[config.mk]
export PLATFORM = sky130hd
export DESIGN_NAME = frase_parser
export DESIGN_NICKNAME = d
export VERILOG_FILES = /design/src/rtl/frase_parser.sv
export SDC_FILE = /design/constraint.sdc
export NUM_CORES = 1
export LEC_CHECK = 0
export ABC_AREA = 1
export CAP_MARGIN = 0
export CORE_MARGIN = 3
export CORE_UTILIZATION = 44
export DETAILED_ROUTE_END_ITERATION = 10
export HOLD_SLACK_MARGIN = 0.06
export PLACE_DENSITY = 0.71
export SKIP_LAST_GASP = 1
export SLEW_MARGIN = 10
export SYNTH_ARGS = -nofsm -noshare
export SYNTH_HDL_FRONTEND = slang
export SYNTH_SLANG_ARGS = --single-unit
[constraint.sdc]
create_clock -name clk -period 2.6 [get_ports clk]
set_clock_uncertainty 0.2 [all_clocks]
set_input_delay 0.52 -clock clk [delete_from_list [all_inputs] [get_ports clk]]
set_output_delay 0.52 -clock clk [all_outputs]
set_load 0.1 [all_outputs]
[src/rtl/frase_parser.sv]
// Sentence grammar checker with an 8-word buffer. The grammar is
// substantivo adjetivo* verbo (substantivo adjetivo*)?, and accepted sentences are played back to a downstream consumer.
module frase_parser (
    input  logic       clk,
    input  logic       Reset,
    input  logic       Word_valid,
    input  logic [1:0] Tipo,
    input  logic       End,
    output logic       Word_ready,
    output logic       Sentence_ok,
    output logic       Sentence_err,
    output logic [3:0] Word_count,
    output logic       Out_valid,
    output logic [1:0] Out_tipo,
    input  logic       Out_ready
);

    typedef enum logic [2:0] {IDLE, SUBJ, VERB, OBJ, ERR, PLAY} state_t;

    localparam logic [1:0] T_SUBST = 2'b11;
    localparam logic [1:0] T_VERBO = 2'b10;
    localparam logic [1:0] T_ADJ   = 2'b01;

    state_t     state;
    state_t     word_state;
    logic [1:0] buffer [8];
    logic [2:0] rd;
    logic       end_cond;
    logic       accept;
    logic       enter_err;
    logic       write_en;
    logic       last_word;
    logic [3:0] count_after_word;

    // word_state is the state after the current word alone, so End can be judged against it
    always_comb begin
        end_cond   = End || (Word_valid && (Tipo == 2'b00));
        accept     = Word_valid && Word_ready && (Tipo != 2'b00);
        word_state = state;
        if (accept) begin
            case (state)
                IDLE:    word_state = (Tipo == T_SUBST) ? SUBJ : ERR;
                SUBJ: begin
                    if (Tipo == T_ADJ)
                        word_state = SUBJ;
                    else if (Tipo == T_VERBO)
                        word_state = VERB;
                    else
                        word_state = ERR;
                end
                VERB:    word_state = (Tipo == T_SUBST) ? OBJ : ERR;
                OBJ:     word_state = (Tipo == T_ADJ) ? OBJ : ERR;
                default: word_state = state;
            endcase
            if ((state != ERR) && (Word_count == 4'd8))
                word_state = ERR;
        end
        enter_err        = accept && (state != ERR) && (word_state == ERR);
        write_en         = accept && (state != ERR) && (word_state != ERR);
        count_after_word = enter_err ? '0 : (write_en ? Word_count + 4'd1 : Word_count);
        last_word        = ({1'b0, rd} == (Word_count - 4'd1));
    end

    always_ff @(posedge clk) begin
        if (write_en && !Reset)
            buffer[Word_count[2:0]] <= Tipo;
    end

    always_ff @(posedge clk) begin
        if (Reset) begin
            state        <= IDLE;
            Word_count   <= '0;
            rd           <= '0;
            Word_ready   <= 1'b1;
            Sentence_ok  <= 1'b0;
            Sentence_err <= 1'b0;
            Out_valid    <= 1'b0;
            Out_tipo     <= '0;
        end else begin
            Sentence_ok  <= 1'b0;
            Sentence_err <= 1'b0;
            if (state == PLAY) begin
                if (Out_ready) begin
                    if (last_word) begin
                        state      <= IDLE;
                        Word_count <= '0;
                        rd         <= '0;
                        Out_valid  <= 1'b0;
                        Out_tipo   <= '0;
                        Word_ready <= 1'b1;
                    end else begin
                        rd       <= rd + 3'd1;
                        Out_tipo <= buffer[rd + 3'd1];
                    end
                end
            end else begin
                Sentence_err <= enter_err;
                state        <= word_state;
                Word_count   <= count_after_word;
                if (end_cond) begin
                    case (word_state)
                        VERB, OBJ: begin
                            // buffer[0] is never written on this edge: a complete sentence has >= 2 words
                            state       <= PLAY;
                            Sentence_ok <= 1'b1;
                            Out_valid   <= 1'b1;
                            Out_tipo    <= buffer[0];
                            rd          <= '0;
                            Word_ready  <= 1'b0;
                        end
                        SUBJ: begin
                            state        <= IDLE;
                            Sentence_err <= 1'b1;
                            Word_count   <= '0;
                        end
                        default: begin
                            state      <= IDLE;
                            Word_count <= '0;
                        end
                    endcase
                end
            end
        end
    end

endmodule

==> flow_metrics.py <==
metrics = {
    "clock_tree": {
        "htreeDepth": 2,
        "cts_inserted_buffers": 5,
        "clk_transition_reported_paths_ps": 60,
        "clock_path_buffers": 2,
        "cts_root_buf": "sky130_fd_sc_hd__clkbuf_8",
        "cts_hold_buf": 0,
        "tritoncts": "built",
        "clkSinkCount": 32,
        "clk_latency_ps": 280,
    },
    "min_path": {
        "hold_crit_path_type": "flip-flop to flip-flop",
        "hold_depth": 2,
        "hold_start": "Out_valid",
        "hold_path_end": "Out_valid",
    },
    "sta": {
        "fin_worst_hold_slack_ps": 285,
        "report.final.hold_viol_count": 0,
        "final-setup-viol-count": 0,
        "achievable-frequency_mhz": 421,
        "timing_max_transition_violations_final": 0,
        "tightest_slew_ps": 476,
        "unrepaired_setup_endpoints_after_global_routing": "false",
        "period_minus_slack_ps": 2380,
        "post-route-period-util": 0.915,
        "relSlewSlack": 0.679,
    },
    "critical_path": {
        "timing.rr.end": "Word_count[1]",
        "critical_path.reg2reg.startpoint": "Word_count[0]",
        "r2r_cells": 9,
        "endpoint_type_of_the_worst_setup_path": "flip-flop",
        "worst_ep_arrival_time_ps": 2350,
        "critPathKind": "flip-flop to flip-flop",
        "setup.worst_path.start_class": "flip-flop",
        "cp_max_fo": 8,
        "critPathRequiredTime_ps": 2580,
        "ff2ff_setup_slack_ps": 220,
    },
    "yosys": {
        "netlist_instances": 245,
        "count_of_flip_flops_with_a_built_in_enable_after_synthesis": 16,
        "synth.largest_area_cell": "sky130_fd_sc_hd__edfxtp_1",
        "synth-main-ff-cell": "sky130_fd_sc_hd__edfxtp_1",
        "yosys.cell_types.count": 27,
        "synthesis.area_sq_um": 1850,
        "synth_sequential_area_ratio": 0.432,
        "postSynthRegisterBits": 32,
        "netlist.area_leader.share": 0.259,
        "synth-async-reset-ratio": 0,
        "synth_nets": 260,
        "synth.yosys.warnings": 0,
        "synth_area_per_cell_sq_um": 7.57,
        "synth.top_cells.by_area": "sky130_fd_sc_hd__edfxtp_1 26%, sky130_fd_sc_hd__dfxtp_1 17%, sky130_fd_sc_hd__nand2_1 13%, sky130_fd_sc_hd__nor2_1 7.9%, sky130_fd_sc_hd__ha_1 5.4%",
    },
    "finish": {
        "areaGrowthSynthToFinish_pct": 26.8,
        "fin_nets": 299,
        "layout.cells.most_common_list": "61 x sky130_fd_sc_hd__nand2_1, 30 x sky130_fd_sc_hd__nor2_1, 30 x sky130_fd_sc_hd__buf_4, 22 x sky130_fd_sc_hd__inv_1, 18 x sky130_fd_sc_hd__nand3_1",
        "layout.cells.most_common": "sky130_fd_sc_hd__nand2_1",
        "post_route_cells_drive_above_1_share": 0.246,
        "post_layout_nonfiller_instances": 333,
        "antennaDiodeCount": 0,
        "final_layout_fill_cell_count": 346,
    },
    "flow_run": {
        "max_cap_violations": 0,
    },
    "grt": {
        "grt_first_pass_wirelength_mm": 6.71,
        "grt_max_degree": 13,
        "vias_in_the_first_global_route": 1476,
        "antenna_found_initial": 0,
        "grt_util_all_layers": 0.167,
        "grt_overflow": 0,
    },
    "floorplan": {
        "die_w_microns": 70.9,
        "floorplan.die.height_microns": 70.9,
        "core_rows": 22,
        "io-pin-count": 17,
        "fp.dieArea_sq_um": 5030,
        "core_footprint_sq_um": 3850,
        "starting_density_of_the_core": 0.481,
    },
    "place": {
        "port_buffers": 16,
        "routability_cong": 0.852,
        "detailedPlacementHpwl_mm": 3.07,
        "place_inst": 324,
    },
    "power_and_ir_drop": {
        "power_density_nw_per_um2": 546,
        "p_leak_uw": 0.00104,
        "max-vdd-ir-drop_uv": 286,
    },
    "route": {
        "dr.pass1.iters": 4,
        "wl_per_cell_microns": 12.2,
        "drc": 0,
        "post_detailed_routing_wire_length_mm": 4.05,
        "via_count": 1639,
        "drtIter0Drc": 84,
        "drt.antenna.violating_nets": 0,
        "drt-vias-per-instance": 4.92,
    },
    "outcome": {
        "result_of_the_run": "complete, no violations",
    },
}
==> layout make-up <==
| class | count | area [sq um] | area share |
|---|---|---|---|
| Timing Repair Buffer | 36 | 290 | 0.123 |
| Clock inverter | 1 | 3.75 | 0.00160 |
| Multi-Input combinational cell | 183 | 1020 | 0.434 |
| Sequential cell | 32 | 803 | 0.342 |
| Tap cell | 48 | 60.1 | 0.0255 |
| Clock buffer | 7 | 76.3 | 0.0325 |
| Inverter | 26 | 97.6 | 0.0415 |
==> cells by family after synthesis <==
logic type | synth area share
XOR/XNOR | 0.0283
adder cells (fa/ha/maj) | 0.0540
AND/OR/NAND/NOR | 0.355
flip-flops | 0.432
buffers and inverters | 0.0675
AO/OA/AOI/OAI | 0.0634
==> critical path, cell delays in order, from the launching register on <==
cell and delay [ps]:
sky130_fd_sc_hd__dfxtp_2 440, sky130_fd_sc_hd__inv_1 200, sky130_fd_sc_hd__ha_1 370, sky130_fd_sc_hd__xnor2_1 130, sky130_fd_sc_hd__a21oi_1 140, sky130_fd_sc_hd__nand3_2 130
sky130_fd_sc_hd__o21ai_0 420, sky130_fd_sc_hd__nand2_1 100, sky130_fd_sc_hd__nand2_1 70, sky130_fd_sc_hd__a21oi_1 60
==> where the power goes <==
part	switching (uW)	internal, uW
clock	172	186
combinational	236	121
sequential	18.7	550
==> registers in the layout, indices dropped and copies added, names as in the netlist <==
| register | count |
|---|---|
| rd | 3 |
| buffer | 16 |
| Sentence_ok | 1 |
| Sentence_err | 1 |
| state | 3 |
| Word_ready | 1 |
| Word_count | 4 |
| Out_valid | 1 |
| Out_tipo | 2 |
==> per-layer routing <==
layer,routed length [microns],up-vias,global-route usage
met5,0,-,0
met4,69,0,0.0626
met3,206,7,0.0384
met2,1960,33,0.267
met1,1810,731,0.221
li1,-,868,-
==> how the worst max path moves through the flow <==
stage	from	to	slack, ps	cells past startpoint
final	Word_count[0]	Word_count[1]	220	9
after global routing	Word_count[0]	Word_count[1]	2	9
after global placement	Tipo[1]	buffer[6][0]	-220	12
after floorplan	Word_count[2]	buffer[1][0]	40	11
after CTS	Tipo[1]	buffer[4][1]	30	12
after detailed placement	Tipo[1]	buffer[4][1]	-260	12
==> stage by stage <==
stage / setup slack (ps) / setup TNS [ps] / power (uW) / utilization / instance area, sq um
after CTS: 27.9 / 0 / 1270 / 0.583 / 2250
after floorplan: 39.4 / 0 / 811 / - / 1860
final: 222 / 0 / 1280 / 0.610 / 2350
after global placement: -217 / -4350 / 918 / 0.562 / 2170
after global routing: 1.52 / 0 / 1350 / 0.610 / 2350
after detailed placement: -256 / -5640 / 919 / 0.562 / 2170
==> synthesized netlist by cell type (all sizes together) (3+ instances only) <==
| master | count |
|---|---|
| ha | 8 |
| xnor2 | 3 |
| nand4 | 4 |
| edfxtp | 16 |
| xor2 | 3 |
| nand2 | 73 |
| a21oi | 10 |
| buf | 3 |
| nor3 | 4 |
| inv | 25 |
| nand3 | 21 |
| o21ai | 12 |
| nor2 | 43 |
| dfxtp | 16 |
==> what timing repair did <==
item	CTS	global route
gates resized for setup	0	27
setup buffers	0	1
setup endpoints to repair	0	25
Note: power is estimated with default switching activity, not from simulation.
